### src/rtl/tetris_input_ctrl.sv
`timescale 1ns/1ps
// tetris_input_ctrl
// Turns the five raw player buttons into single-cycle command strobes for
// tetris_fsm. Each lane is synchronized and debounced, and a strobe is
// emitted on the debounced rising edge. Left/right auto-repeat while held.
// Opposite direction and rotation commands cancel each other so the FSM
// never sees both in the same cycle.
module tetris_input_ctrl #(
  parameter int DEBOUNCE_CYCLES = 50000,
  parameter int REPEAT_DELAY    = 3000000,
  parameter int REPEAT_RATE     = 1000000
) (
  input  logic clk,
  input  logic nRst_i,
  input  logic btn_right_i,
  input  logic btn_left_i,
  input  logic btn_rr_i,
  input  logic btn_rl_i,
  input  logic btn_start_i,
  output logic right_o,
  output logic left_o,
  output logic rr_o,
  output logic rl_o,
  output logic en_o
);

  localparam int NUM_LANES  = 5;
  localparam int LANE_RIGHT = 0;
  localparam int LANE_LEFT  = 1;
  localparam int LANE_RR    = 2;
  localparam int LANE_RL    = 3;
  localparam int LANE_START = 4;

  // Only right (index 0) and left (index 1) carry auto-repeat logic.
  localparam int NUM_REP = 2;
  localparam int REP_RIGHT = 0;
  localparam int REP_LEFT  = 1;

  localparam int DEB_W   = $clog2(DEBOUNCE_CYCLES + 1);
  localparam int REP_MAX = (REPEAT_DELAY > REPEAT_RATE) ? REPEAT_DELAY : REPEAT_RATE;
  localparam int REP_W   = $clog2(REP_MAX + 1);

  localparam logic [DEB_W-1:0] DEB_LAST  = DEB_W'(DEBOUNCE_CYCLES - 1);
  localparam logic [DEB_W-1:0] DEB_ONE   = DEB_W'(1);
  localparam logic [REP_W-1:0] REP_DLY   = REP_W'(REPEAT_DELAY);
  localparam logic [REP_W-1:0] REP_RT    = REP_W'(REPEAT_RATE);
  localparam logic [REP_W-1:0] REP_ONE   = REP_W'(1);
  localparam logic [REP_W-1:0] REP_SAT   = REP_W'(REP_MAX);

  typedef enum logic [1:0] {
    REP_IDLE  = 2'd0,
    REP_WAIT1 = 2'd1,
    REP_RUN   = 2'd2
  } rep_state_e;

  logic [NUM_LANES-1:0] raw;
  logic [NUM_LANES-1:0] sync_meta;
  logic [NUM_LANES-1:0] sync_out;
  logic [NUM_LANES-1:0] stable;
  logic [NUM_LANES-1:0] stable_q;
  logic [NUM_LANES-1:0] press;
  logic [DEB_W-1:0]     deb_cnt [NUM_LANES];

  rep_state_e           rep_state     [NUM_REP];
  rep_state_e           rep_state_nxt [NUM_REP];
  logic [REP_W-1:0]     rep_cnt       [NUM_REP];
  logic [REP_W-1:0]     rep_cnt_nxt   [NUM_REP];
  logic [NUM_REP-1:0]   rep_fire;
  logic [NUM_REP-1:0]   rep_stable;
  logic [NUM_REP-1:0]   rep_press;

  logic right_evt;
  logic left_evt;

  assign raw = {btn_start_i, btn_rl_i, btn_rr_i, btn_left_i, btn_right_i};

  // Two-flop synchronizer bringing every asynchronous button into clk.
  always_ff @(posedge clk or negedge nRst_i) begin
    if (!nRst_i) begin
      sync_meta <= '0;
      sync_out  <= '0;
    end else begin
      sync_meta <= raw;
      sync_out  <= sync_meta;
    end
  end

  // Debounce: the stable bit only follows the synchronized input after it
  // has disagreed for DEBOUNCE_CYCLES consecutive cycles.
  always_ff @(posedge clk or negedge nRst_i) begin
    if (!nRst_i) begin
      stable <= '0;
      for (int i = 0; i < NUM_LANES; i++) begin
        deb_cnt[i] <= '0;
      end
    end else begin
      for (int i = 0; i < NUM_LANES; i++) begin
        if (sync_out[i] == stable[i]) begin
          deb_cnt[i] <= '0;
        end else if (deb_cnt[i] == DEB_LAST) begin
          stable[i]  <= sync_out[i];
          deb_cnt[i] <= '0;
        end else begin
          deb_cnt[i] <= deb_cnt[i] + DEB_ONE;
        end
      end
    end
  end

  // Delayed copy of the debounced state for rising-edge detection.
  always_ff @(posedge clk or negedge nRst_i) begin
    if (!nRst_i) begin
      stable_q <= '0;
    end else begin
      stable_q <= stable;
    end
  end

  assign press = stable & ~stable_q;

  assign rep_stable = {stable[LANE_LEFT], stable[LANE_RIGHT]};
  assign rep_press  = {press[LANE_LEFT],  press[LANE_RIGHT]};

  // Auto-repeat state and counter registers for the two direction lanes.
  always_ff @(posedge clk or negedge nRst_i) begin
    if (!nRst_i) begin
      for (int j = 0; j < NUM_REP; j++) begin
        rep_state[j] <= REP_IDLE;
        rep_cnt[j]   <= '0;
      end
    end else begin
      for (int j = 0; j < NUM_REP; j++) begin
        rep_state[j] <= rep_state_nxt[j];
        rep_cnt[j]   <= rep_cnt_nxt[j];
      end
    end
  end

  // Auto-repeat next state: the counter holds the number of cycles since
  // the last press or repeat event, so comparing it to the delay/rate
  // places repeats exactly DELAY then every RATE cycles after the press.
  always_comb begin
    for (int j = 0; j < NUM_REP; j++) begin
      rep_state_nxt[j] = rep_state[j];
      rep_cnt_nxt[j]   = rep_cnt[j];
      rep_fire[j]      = 1'b0;

      if (!rep_stable[j]) begin
        rep_state_nxt[j] = REP_IDLE;
        rep_cnt_nxt[j]   = '0;
      end else begin
        case (rep_state[j])
          REP_IDLE: begin
            if (rep_press[j]) begin
              rep_state_nxt[j] = REP_WAIT1;
              rep_cnt_nxt[j]   = REP_ONE;
            end else begin
              rep_cnt_nxt[j]   = '0;
            end
          end
          REP_WAIT1: begin
            if (rep_cnt[j] == REP_DLY) begin
              rep_fire[j]      = 1'b1;
              rep_state_nxt[j] = REP_RUN;
              rep_cnt_nxt[j]   = REP_ONE;
            end else if (rep_cnt[j] != REP_SAT) begin
              rep_cnt_nxt[j]   = rep_cnt[j] + REP_ONE;
            end
          end
          REP_RUN: begin
            if (rep_cnt[j] == REP_RT) begin
              rep_fire[j]      = 1'b1;
              rep_cnt_nxt[j]   = REP_ONE;
            end else if (rep_cnt[j] != REP_SAT) begin
              rep_cnt_nxt[j]   = rep_cnt[j] + REP_ONE;
            end
          end
          default: begin
            rep_state_nxt[j] = REP_IDLE;
            rep_cnt_nxt[j]   = '0;
          end
        endcase
      end
    end
  end

  assign right_evt = press[LANE_RIGHT] | rep_fire[REP_RIGHT];
  assign left_evt  = press[LANE_LEFT]  | rep_fire[REP_LEFT];

  // Registered strobes; a held opposite button masks both presses and repeats.
  always_ff @(posedge clk or negedge nRst_i) begin
    if (!nRst_i) begin
      right_o <= 1'b0;
      left_o  <= 1'b0;
      rr_o    <= 1'b0;
      rl_o    <= 1'b0;
      en_o    <= 1'b0;
    end else begin
      right_o <= right_evt & ~stable[LANE_LEFT];
      left_o  <= left_evt & ~stable[LANE_RIGHT];
      rr_o    <= press[LANE_RR] & ~stable[LANE_RL];
      rl_o    <= press[LANE_RL] & ~stable[LANE_RR];
      en_o    <= press[LANE_START];
    end
  end

endmodule

### config.mk
export PLATFORM = sky130hd
export DESIGN_NAME = tetris_input_ctrl
export DESIGN_NICKNAME = d
export VERILOG_FILES = /design/src/rtl/tetris_input_ctrl.sv
export SDC_FILE = /design/constraint.sdc
export NUM_CORES = 1
export LEC_CHECK = 0
export ABC_CLOCK_PERIOD_IN_PS = 2600
export CORE_ASPECT_RATIO = 1.25
export CORE_UTILIZATION = 60
export CTS_BUF_LIST = sky130_fd_sc_hd__clkbuf_2 sky130_fd_sc_hd__clkbuf_4 sky130_fd_sc_hd__clkbuf_8
export DETAILED_ROUTE_END_ITERATION = 8
export GPL_ROUTABILITY_DRIVEN = 0
export PLACE_DENSITY = 0.77
export SYNTH_ARGS = -nofsm -noshare
export SYNTH_HDL_FRONTEND = slang
export SYNTH_SLANG_ARGS = --single-unit
export TNS_END_PERCENT = 10
### constraint.sdc
create_clock -name clk -period 2.6 [get_ports clk]
set_input_delay 0.78 -clock clk [delete_from_list [all_inputs] [get_ports clk]]
set_output_delay 0.78 -clock clk [all_outputs]
set_load 0.05 [all_outputs]
==> flow_summary.ini <==
[floorplanning]
core_sq_um = 11800
start_util_pct = 62.5
floorplan.die_area_sq_um = 12700
fp.dieW_um = 101
io_pins = 12
rows = 44
die_y_um = 126

[synthesis]
synth_warnings = 0
syn_area_per_cell_sq_um = 10.0
seq_area_frac_synth_pct = 52.0
ys_ff_latch = 153
async_flop_share_pct = 100
synth.distinct_cells = 52
syn_inst = 735
syn_nets = 763
syn-cell-area_sq_um = 7370
synth_area_leaders = dfrtp_1 (52%), nor2_1 (7.5%), xor2_1 (7.1%)
synth_edf_count = 0
yosysTopAreaCellShare_pct = 52.0
yosysTopAreaCell = dfrtp_1
synth-main-ff-cell = dfrtp_1

[clocking]
cts_tree = yes
cts_buffer_depth = 2
cts.clk_slew.worst_paths_ps = 80
clk_latency_ps = 450
cts_max_level = 4
cts_made_buffers = 17
clock_sink_count = 153
post-cts-setup-buffer-count = 0
postCtsHoldBufs = 0
cts-root-buf = clkbuf_8

[route]
first_pass_iters = 4
drc_errors = 0
drt_iter0_markers = 217
ant_nets = 0
via_count = 5140
wirelength_um = 13100
wl_per_cell_um = 14.1
viasPerCell = 5.54

[power]
cellPowerDensity_nw_per_um2 = 539
total_power_w = 0.00434
p_leak_nw = 3.37
p_switching_w = 0.000914
comb_power_share_pct = 2.6
swShare_pct = 21.0
p_seq_share_pct = 55.9
p_clk_share_pct = 41.5
ir_drop_mv = 0.383
cell_internal_pwr_w = 0.00343

[timing]
worstMarginPinSlew_ps = 717
fin_crit_sh_pct = 94.2
period_minus_slack_ps = 2450
finClkSkew_ps = 10.7
setup_tns_ps = 0
setup_viol = 0
drv_slew = 0
max_slew_margin_pct = 51.7
hold_viol_final = 0
fmax_mhz = 408
rsz0062_at_grt = false

[worst_setup_path]
start_kind = flip-flop
max_stage_delay_ps = 820
end_kind = output pin
crit_chain = clkdlybuf4s50_1
cp_num_buf_inv = 1
critPathKind = flip-flop to output pin
cp.required_ps = 1820
cp_data_arrival_time_ps = 1670
critPathSlowestCell = clkdlybuf4s50_1
cp_max_fo = 1
cp_top_family = buffers and inverters

[place]
io_buffers = 11
dp_hpwl_um = 9200
dpl_cell_area_sq_um = 7640

[global_routing]
grt_pass1_wl_um = 23200
antenna_found_initial = 0
gr-total-overflow = 0
grt_usage_pct = 23.2
grt_pass1_vias = 5354
grt_max_degree = 55

[layout]
n_fill_cell = 922
diodes = 0
drive_above_1_share_pct = 7.44
nets = 783
fin_area_sq_um = 8060
syn_to_final_growth_pct = 9.38

[hold_path]
hold_path.class = primary input to asynchronous set/reset pin

[run_status]
status = finished clean

[run]
maxCapViolCount = 0
==> power groups by stage <==
| stage | registers [W] | clock network [W] | logic (W) |
|---|---|---|---|
| 3_5_place_dp | 0.00247 | 0 | 0.000118 |
| 4_1_cts | 0.00243 | 0.00186 | 0.000118 |
| 6_report | 0.00243 | 0.00180 | 0.000112 |
| 3_3_place_gp | 0.00247 | 0 | 0.000113 |
| 5_1_grt | 0.00243 | 0.00194 | 0.000132 |
| 2_1_floorplan | 0.00247 | 0 | 0.0000453 |
==> cell type report <==
class	instances	area [sq um]	area share, %
multi-input combinational	541	3360	41.7
timing repair buffer	17	169	2.10
clock buffer	23	317	3.93
clock inverter	7	90.1	1.12
sequential	153	3830	47.5
tap	161	201	2.50
inverter	25	93.8	1.16
==> metal layers <==
layer	GRT usage (%)	share of wire, %
met5	0	0
met4	11.3	2.5
met3	4.88	2.4
met2	39.5	53
met1	27.8	43
==> cells in the final DEF (no fill, tap or decap), types with 4 or more instances in the layout <==
master and count:
clkbuf_8 23, dfrtp_1 153, nand2b_1 7, nand3_1 53
mux2_2 4, o21ai_0 4, and4_1 8, and3_1 18
nor3_1 22, clkdlybuf4s50_1 10, nor3b_1 4, xnor2_1 53
xor2_1 60, ha_1 21, nor2_1 148, nand4_1 26
nor4b_1 9, inv_1 23, buf_4 5, nand2_1 58
==> sequential cells by signal (all words and copies together) (netlist names) <==
register   flops
sync_meta      5
rr_o           1
rl_o           1
left_o         1
stable_q       5
en_o           1
rep_cnt       44
stable         5
right_o        1
rep_state      4
sync_out       5
deb_cnt       80
==> through the flow <==
step / hold slack (ps) / instances / setup slack, ps / util (%)
3_3_place_gp: 333 / 897 / 250 / 64.8
2_1_floorplan: 331 / 735 / 264 / -
6_report: 249 / 927 / 151 / 68.4
3_5_place_dp: 335 / 897 / 134 / 64.8
4_1_cts: 243 / 927 / 108 / 68.3
5_1_grt: 265 / 927 / 2.71 / 68.4
==> path summary, 6_finish.rpt <==
check / start / endpoint / slack [ps] / cells after the start
setup / recovery: right_o / right_o / 150 / 1
hold / removal: nRst_i / deb_cnt[35] / 250 / 1
setup reg to reg: rep_cnt[26] / rep_cnt[22] / 250 / 7
hold reg to reg: sync_meta[1] / sync_out[1] / 350 / 0
max in group asynchronous: nRst_i / deb_cnt[15] / 1690 / 2
min in group clk: sync_meta[1] / sync_out[1] / 350 / 0
==> kinds of logic after synthesis <==
logic type               share of synthesized area, %
AND/OR/NAND/NOR                                  25.3
flip-flops                                       52.0
XOR/XNOR                                         13.4
buffers and inverters                            2.62
AO/OA/AOI/OAI                                    2.21
adder cells (fa/ha/maj)                          3.57
multiplexers                                    0.883
==> timing repair <==
item                       in CTS  in global routing
hold endpoints to repair        0                  0
setup endpoints to repair       0                  1
gates resized for setup         0                  3
==> worst reg2reg max path: stages (launching register included) <==
cell and delay (ps):
dfrtp_1 430, nor4b_1 420, nand4_1 170, nor4_2 370, inv_2 120, ha_1 290
a222oi_1 330, a21oi_1 110
==> cell usage after synthesis (2+ instances only) <==
cell type,count
nor4b_1,11
and3_1,18
nor3b_1,4
nand3b_1,2
or4_1,3
and4_1,8
mux2i_1,2
and2_1,2
nand2b_1,7
a221oi_1,2
nor4_1,3
xor2_1,60
dfrtp_1,153
o211ai_1,2
nand4_1,26
nor2_1,148
a21oi_1,3
inv_1,24
nor3_1,22
nand2_1,58
o21ai_0,4
buf_2,4
clkbuf_1,7
buf_6,4
or2_2,3
nand3_1,53
xnor2_1,53
a311oi_1,2
mux2_2,4
ha_1,21
No activity file was read; power rests on OpenSTA's default activity.
